==> config.mk <==
export PLATFORM = sky130hd
export DESIGN_NAME = mem_port_arbiter
export DESIGN_NICKNAME = d
export VERILOG_FILES = /design/src/rtl/mem_port_arbiter.sv
export SDC_FILE = /design/constraint.sdc
export NUM_CORES = 1
export LEC_CHECK = 0
export ABC_CLOCK_PERIOD_IN_PS = 3100
export CAP_MARGIN = 20
export CORE_AREA = 2 2 115 117
export DETAILED_ROUTE_END_ITERATION = 12
export DIE_AREA = 0 0 117 119
export PLACE_DENSITY_LB_ADDON = 0.15
export SLEW_MARGIN = 25
export SYNTH_ARGS = -nofsm -noshare
export SYNTH_HDL_FRONTEND = slang
export SYNTH_SLANG_ARGS = --single-unit
export TNS_END_PERCENT = 30
==> constraint.sdc <==
create_clock -name clk -period 3.1 [get_ports clk]
set_clock_uncertainty 0.2 [all_clocks]
set_input_delay 0.62 -clock clk [delete_from_list [all_inputs] [get_ports clk]]
set_output_delay 0.62 -clock clk [all_outputs]
set_load 0.05 [all_outputs]
==> src/rtl/mem_port_arbiter.sv <==
// Arbitrates one single-port memory between instruction fetch and data load/store.
// Data has priority, but instruction fetch is forced after STARVE_LIMIT consecutive data grants.
module mem_port_arbiter #(
  parameter int unsigned MEM_WIDTH    = 32,
  parameter int unsigned ADDR_WIDTH   = 32,
  parameter int unsigned STARVE_LIMIT = 4
) (
  input  logic                  clk,
  input  logic                  reset,
  input  logic                  instr_req,
  input  logic [ADDR_WIDTH-1:0] instr_addr,
  output logic [MEM_WIDTH-1:0]  instr_rdata,
  output logic                  instr_ack,
  input  logic                  data_req,
  input  logic                  data_we,
  input  logic [ADDR_WIDTH-1:0] data_addr,
  input  logic [MEM_WIDTH-1:0]  data_wdata,
  output logic [MEM_WIDTH-1:0]  data_rdata,
  output logic                  data_ack,
  output logic [ADDR_WIDTH-1:0] mem_addr,
  output logic                  mem_read_en,
  output logic                  mem_write_en,
  output logic [MEM_WIDTH-1:0]  mem_write_val,
  input  logic [MEM_WIDTH-1:0]  mem_read_val,
  input  logic                  mem_ready,
  output logic                  busy
);

  typedef enum logic [1:0] {IDLE, ACCESS, RESP} state_t;

  localparam logic [3:0] LIMIT = 4'(STARVE_LIMIT);

  state_t                state, state_nx;
  logic [3:0]            starve_cnt, starve_cnt_nx;
  logic                  grant_instr, grant_instr_nx;
  logic [ADDR_WIDTH-1:0] mem_addr_nx;
  logic                  mem_read_en_nx, mem_write_en_nx;
  logic [MEM_WIDTH-1:0]  mem_write_val_nx;
  logic [MEM_WIDTH-1:0]  instr_rdata_nx, data_rdata_nx;
  logic                  instr_ack_nx, data_ack_nx, busy_nx;

  always_comb begin
    state_nx         = state;
    starve_cnt_nx    = starve_cnt;
    grant_instr_nx   = grant_instr;
    mem_addr_nx      = mem_addr;
    mem_read_en_nx   = mem_read_en;
    mem_write_en_nx  = mem_write_en;
    mem_write_val_nx = mem_write_val;
    instr_rdata_nx   = instr_rdata;
    data_rdata_nx    = data_rdata;
    instr_ack_nx     = 1'b0;
    data_ack_nx      = 1'b0;

    unique case (state)
      IDLE: begin
        if (!instr_req) starve_cnt_nx = '0;
        if (instr_req || data_req) begin
          state_nx       = ACCESS;
          grant_instr_nx = instr_req && (!data_req || starve_cnt == LIMIT);
          if (grant_instr_nx) begin
            starve_cnt_nx    = '0;
            mem_addr_nx      = instr_addr;
            mem_read_en_nx   = 1'b1;
            mem_write_en_nx  = 1'b0;
            mem_write_val_nx = '0;
          end else begin
            // Only data grants that actually made a fetch wait count toward starvation.
            if (instr_req && starve_cnt < LIMIT) starve_cnt_nx = starve_cnt + 4'd1;
            mem_addr_nx      = data_addr;
            mem_read_en_nx   = !data_we;
            mem_write_en_nx  = data_we;
            mem_write_val_nx = data_wdata;
          end
        end
      end
      ACCESS: begin
        if (mem_ready) begin
          state_nx        = RESP;
          mem_read_en_nx  = 1'b0;
          mem_write_en_nx = 1'b0;
          if (grant_instr) begin
            instr_rdata_nx = mem_read_val;
            instr_ack_nx   = 1'b1;
          end else begin
            if (mem_read_en) data_rdata_nx = mem_read_val;
            data_ack_nx = 1'b1;
          end
        end
      end
      RESP:    state_nx = IDLE;
      default: state_nx = IDLE;
    endcase

    busy_nx = (state_nx != IDLE);
  end

  always_ff @(posedge clk or negedge reset) begin
    if (!reset) begin
      state         <= IDLE;
      starve_cnt    <= '0;
      grant_instr   <= 1'b0;
      mem_addr      <= '0;
      mem_read_en   <= 1'b0;
      mem_write_en  <= 1'b0;
      mem_write_val <= '0;
      instr_rdata   <= '0;
      data_rdata    <= '0;
      instr_ack     <= 1'b0;
      data_ack      <= 1'b0;
      busy          <= 1'b0;
    end else begin
      state         <= state_nx;
      starve_cnt    <= starve_cnt_nx;
      grant_instr   <= grant_instr_nx;
      mem_addr      <= mem_addr_nx;
      mem_read_en   <= mem_read_en_nx;
      mem_write_en  <= mem_write_en_nx;
      mem_write_val <= mem_write_val_nx;
      instr_rdata   <= instr_rdata_nx;
      data_rdata    <= data_rdata_nx;
      instr_ack     <= instr_ack_nx;
      data_ack      <= data_ack_nx;
      busy          <= busy_nx;
    end
  end

endmodule

==> impl_metrics.ini <==
[synthesis]
synthTopCellsByCount = dfrtp_1, mux2_2, a21boi_0, a22o_1, a221o_1
synth-edff-count = 0
synth.distinct_cells = 33
syn_avg_cell_area_um2 = 15.0
syn-cell-area_um2 = 5490
synth_top_area_frac = 0.638
yosys_most_used_dff = dfrtp_1
yosysSeqAreaShare = 0.638
ys_async_sr_fraction = 1.00
synth_warnings = 0
synth.net_count = 502
synth_cells = 366
synth_area_leader_cell = dfrtp_1
ys_top_cells_by_area = dfrtp_1, mux2_2, a221o_1
ys_ff_latch = 140
synth_most_common_cell = dfrtp_1

[grt]
track_usage = 0.217
grt_max_degree = 48
grt_antenna_before_repair = 0
overflow = 0
grt_pass1_vias = 4552
grt_pass1_wl_um = 23300

[floorplan]
start_util = 0.426
die_w_um = 117
dieArea_um2 = 13900
coreArea_um2 = 12900
ioPinCount = 267
die_h_um = 119
rows = 42

[power_and_ir_drop]
p_leak_nw = 3.82
power_density_nw_per_um2 = 1290
ir_drop_mv = 0.798

[routing]
routed_wl_um = 14900
viasPerCell = 5.16
postRouteAntennaNets = 0
firstDrtPassIters = 4
wl_per_cell_um = 18.1
drt_iter0_drc = 178
drc = 0
vias = 4258

[worst_setup_path]
required_ns = 2.28
cp_max_fo = 2
r2r_slack_ns = 1.04
crit_type = flop to primary output
cpMaxStageDelayCell = clkdlybuf4s50_1
critPathMaxStageDelay_ns = 0.83
path_cells = clkdlybuf4s50_1
start_kind = flop
worstPathArrival_ns = 1.62
crit_family = buffers and inverters
path_buf_inv = 1
cp-end-kind = primary output

[sta]
final_hold_viol_count = 0
fmax_mhz = 411
whs_ns = 0.301
grt_setup_unrepaired = false
min_period_over_period = 0.786
finalSetupViolCount = 0
worstMarginPinSlew_ns = 0.563
fin_crit_ns = 2.44
slew_viol_final = 0
fin_tns_setup_ns = 0
slew_headroom = 0.624

[layout]
final_nets = 772
drive_above_1_share = 0.174
fillers = 918
area_growth_pct = 62.8
fin_util = 0.694
diodes = 0

[clock_network]
cts_tree = built
post_cts_resized = 0
clk_latency_ns = 0.40
numCtsBuffers = 17
cts.sinks = 140
cts_root_buffer = clkbuf_16
ctsLongestPathBuffers = 2
htree_levels = 4
path_clk_slew_ns = 0.06

[min_path]
hp-class = flop to flop

[placed_design]
gp_congestion = 0.855
hpwl_um = 10800
numPortBuffers = 266

[job]
drv_cap = 0

[outcome]
status = complete, no violations
==> per-layer routing <==
| layer | track usage | part of all wire | up-vias |
|---|---|---|---|
| met4 | 0.0831 | 0.022 | 0 |
| met2 | 0.358 | 0.49 | 208 |
| met5 | 0 | 0 | - |
| li1 | - | - | 1932 |
| met3 | 0.0682 | 0.086 | 22 |
| met1 | 0.264 | 0.40 | 2096 |
==> report_power, final <==
part           switching (mW)  internal [mW]  total (mW)
sequential              0.475           2.68        3.16
combinational            4.04           2.35        6.39
clock                   0.760           1.23        1.99
==> path summary, 6_finish.rpt <==
kind,cells past startpoint,to,from
setup / recovery,1,mem_write_val[27],mem_write_val[27]
min in group asynchronous,2,data_rdata[20],reset
hold / removal,1,data_rdata[2],data_rdata[2]
max in group asynchronous,3,mem_write_val[13],reset
hold reg to reg,1,data_rdata[2],data_rdata[2]
setup reg to reg,6,mem_addr[2],starve_cnt[1]
==> flip-flops by register name, summed over array words and instances (netlist names), 2 cells and up <==
| register | flops |
|---|---|
| data_rdata | 32 |
| instr_rdata | 32 |
| mem_addr | 32 |
| mem_write_val | 32 |
| starve_cnt | 4 |
| state | 2 |
==> logic make-up after synthesis <==
group           share of synthesized area
mux                                 0.131
buf+inv                            0.0301
fa+ha+maj                         0.00456
compound gates                      0.172
simple gates                       0.0242
flops                               0.638
==> placed cells by master, fill, tap and decap left out, types with 3 or more instances in the layout <==
| cell | instances |
|---|---|
| clkdlybuf4s50_1 | 265 |
| mux2_2 | 64 |
| dfrtp_1 | 140 |
| nand2_1 | 4 |
| inv_1 | 4 |
| clkinv_4 | 4 |
| nand2b_1 | 3 |
| clkbuf_16 | 17 |
| buf_4 | 9 |
| a22o_1 | 33 |
| a221o_1 | 32 |
| a21boi_0 | 33 |
| nor2b_1 | 3 |
==> worst register-to-register path: cells and delay by family (launching register included) <==
family | cells | cell delay (ns)
simple gates | 2 | 0.49
compound gates | 1 | 0.32
flops | 1 | 0.40
fa+ha+maj | 1 | 0.21
buf+inv | 2 | 0.32
==> layout make-up <==
class	instances	area, um^2	share of cell area
flip-flops and latches	140	3500	0.392
multi-input cells	195	1820	0.204
clock buffers	20	457	0.0511
well taps	176	220	0.0246
clock inverters	12	138	0.0154
repair buffers	278	2780	0.311
inverters	4	15.0	0.00168
==> what timing repair did <==
action | CTS | global route
endpoints found under the hold margin | 43 | 0
hold buffers | 1 | 0
buffers inserted | 0 | 0
endpoints found under the setup margin | 0 | 0
==> per-stage QoR <==
step | setup WS (ns) | instance area [um^2] | cells | total power, mW
final | 0.665 | 8940 | 825 | 11.5
after detailed placement | 0.498 | 8330 | 792 | 9.60
after global routing | 0.624 | 8940 | 825 | 12.0
after global placement | 0.576 | 8330 | 792 | 9.48
after CTS | 0.636 | 8940 | 825 | 11.6
after floorplan | 1.25 | 5490 | 366 | 7.32
Power figures use the tool's default switching activity.
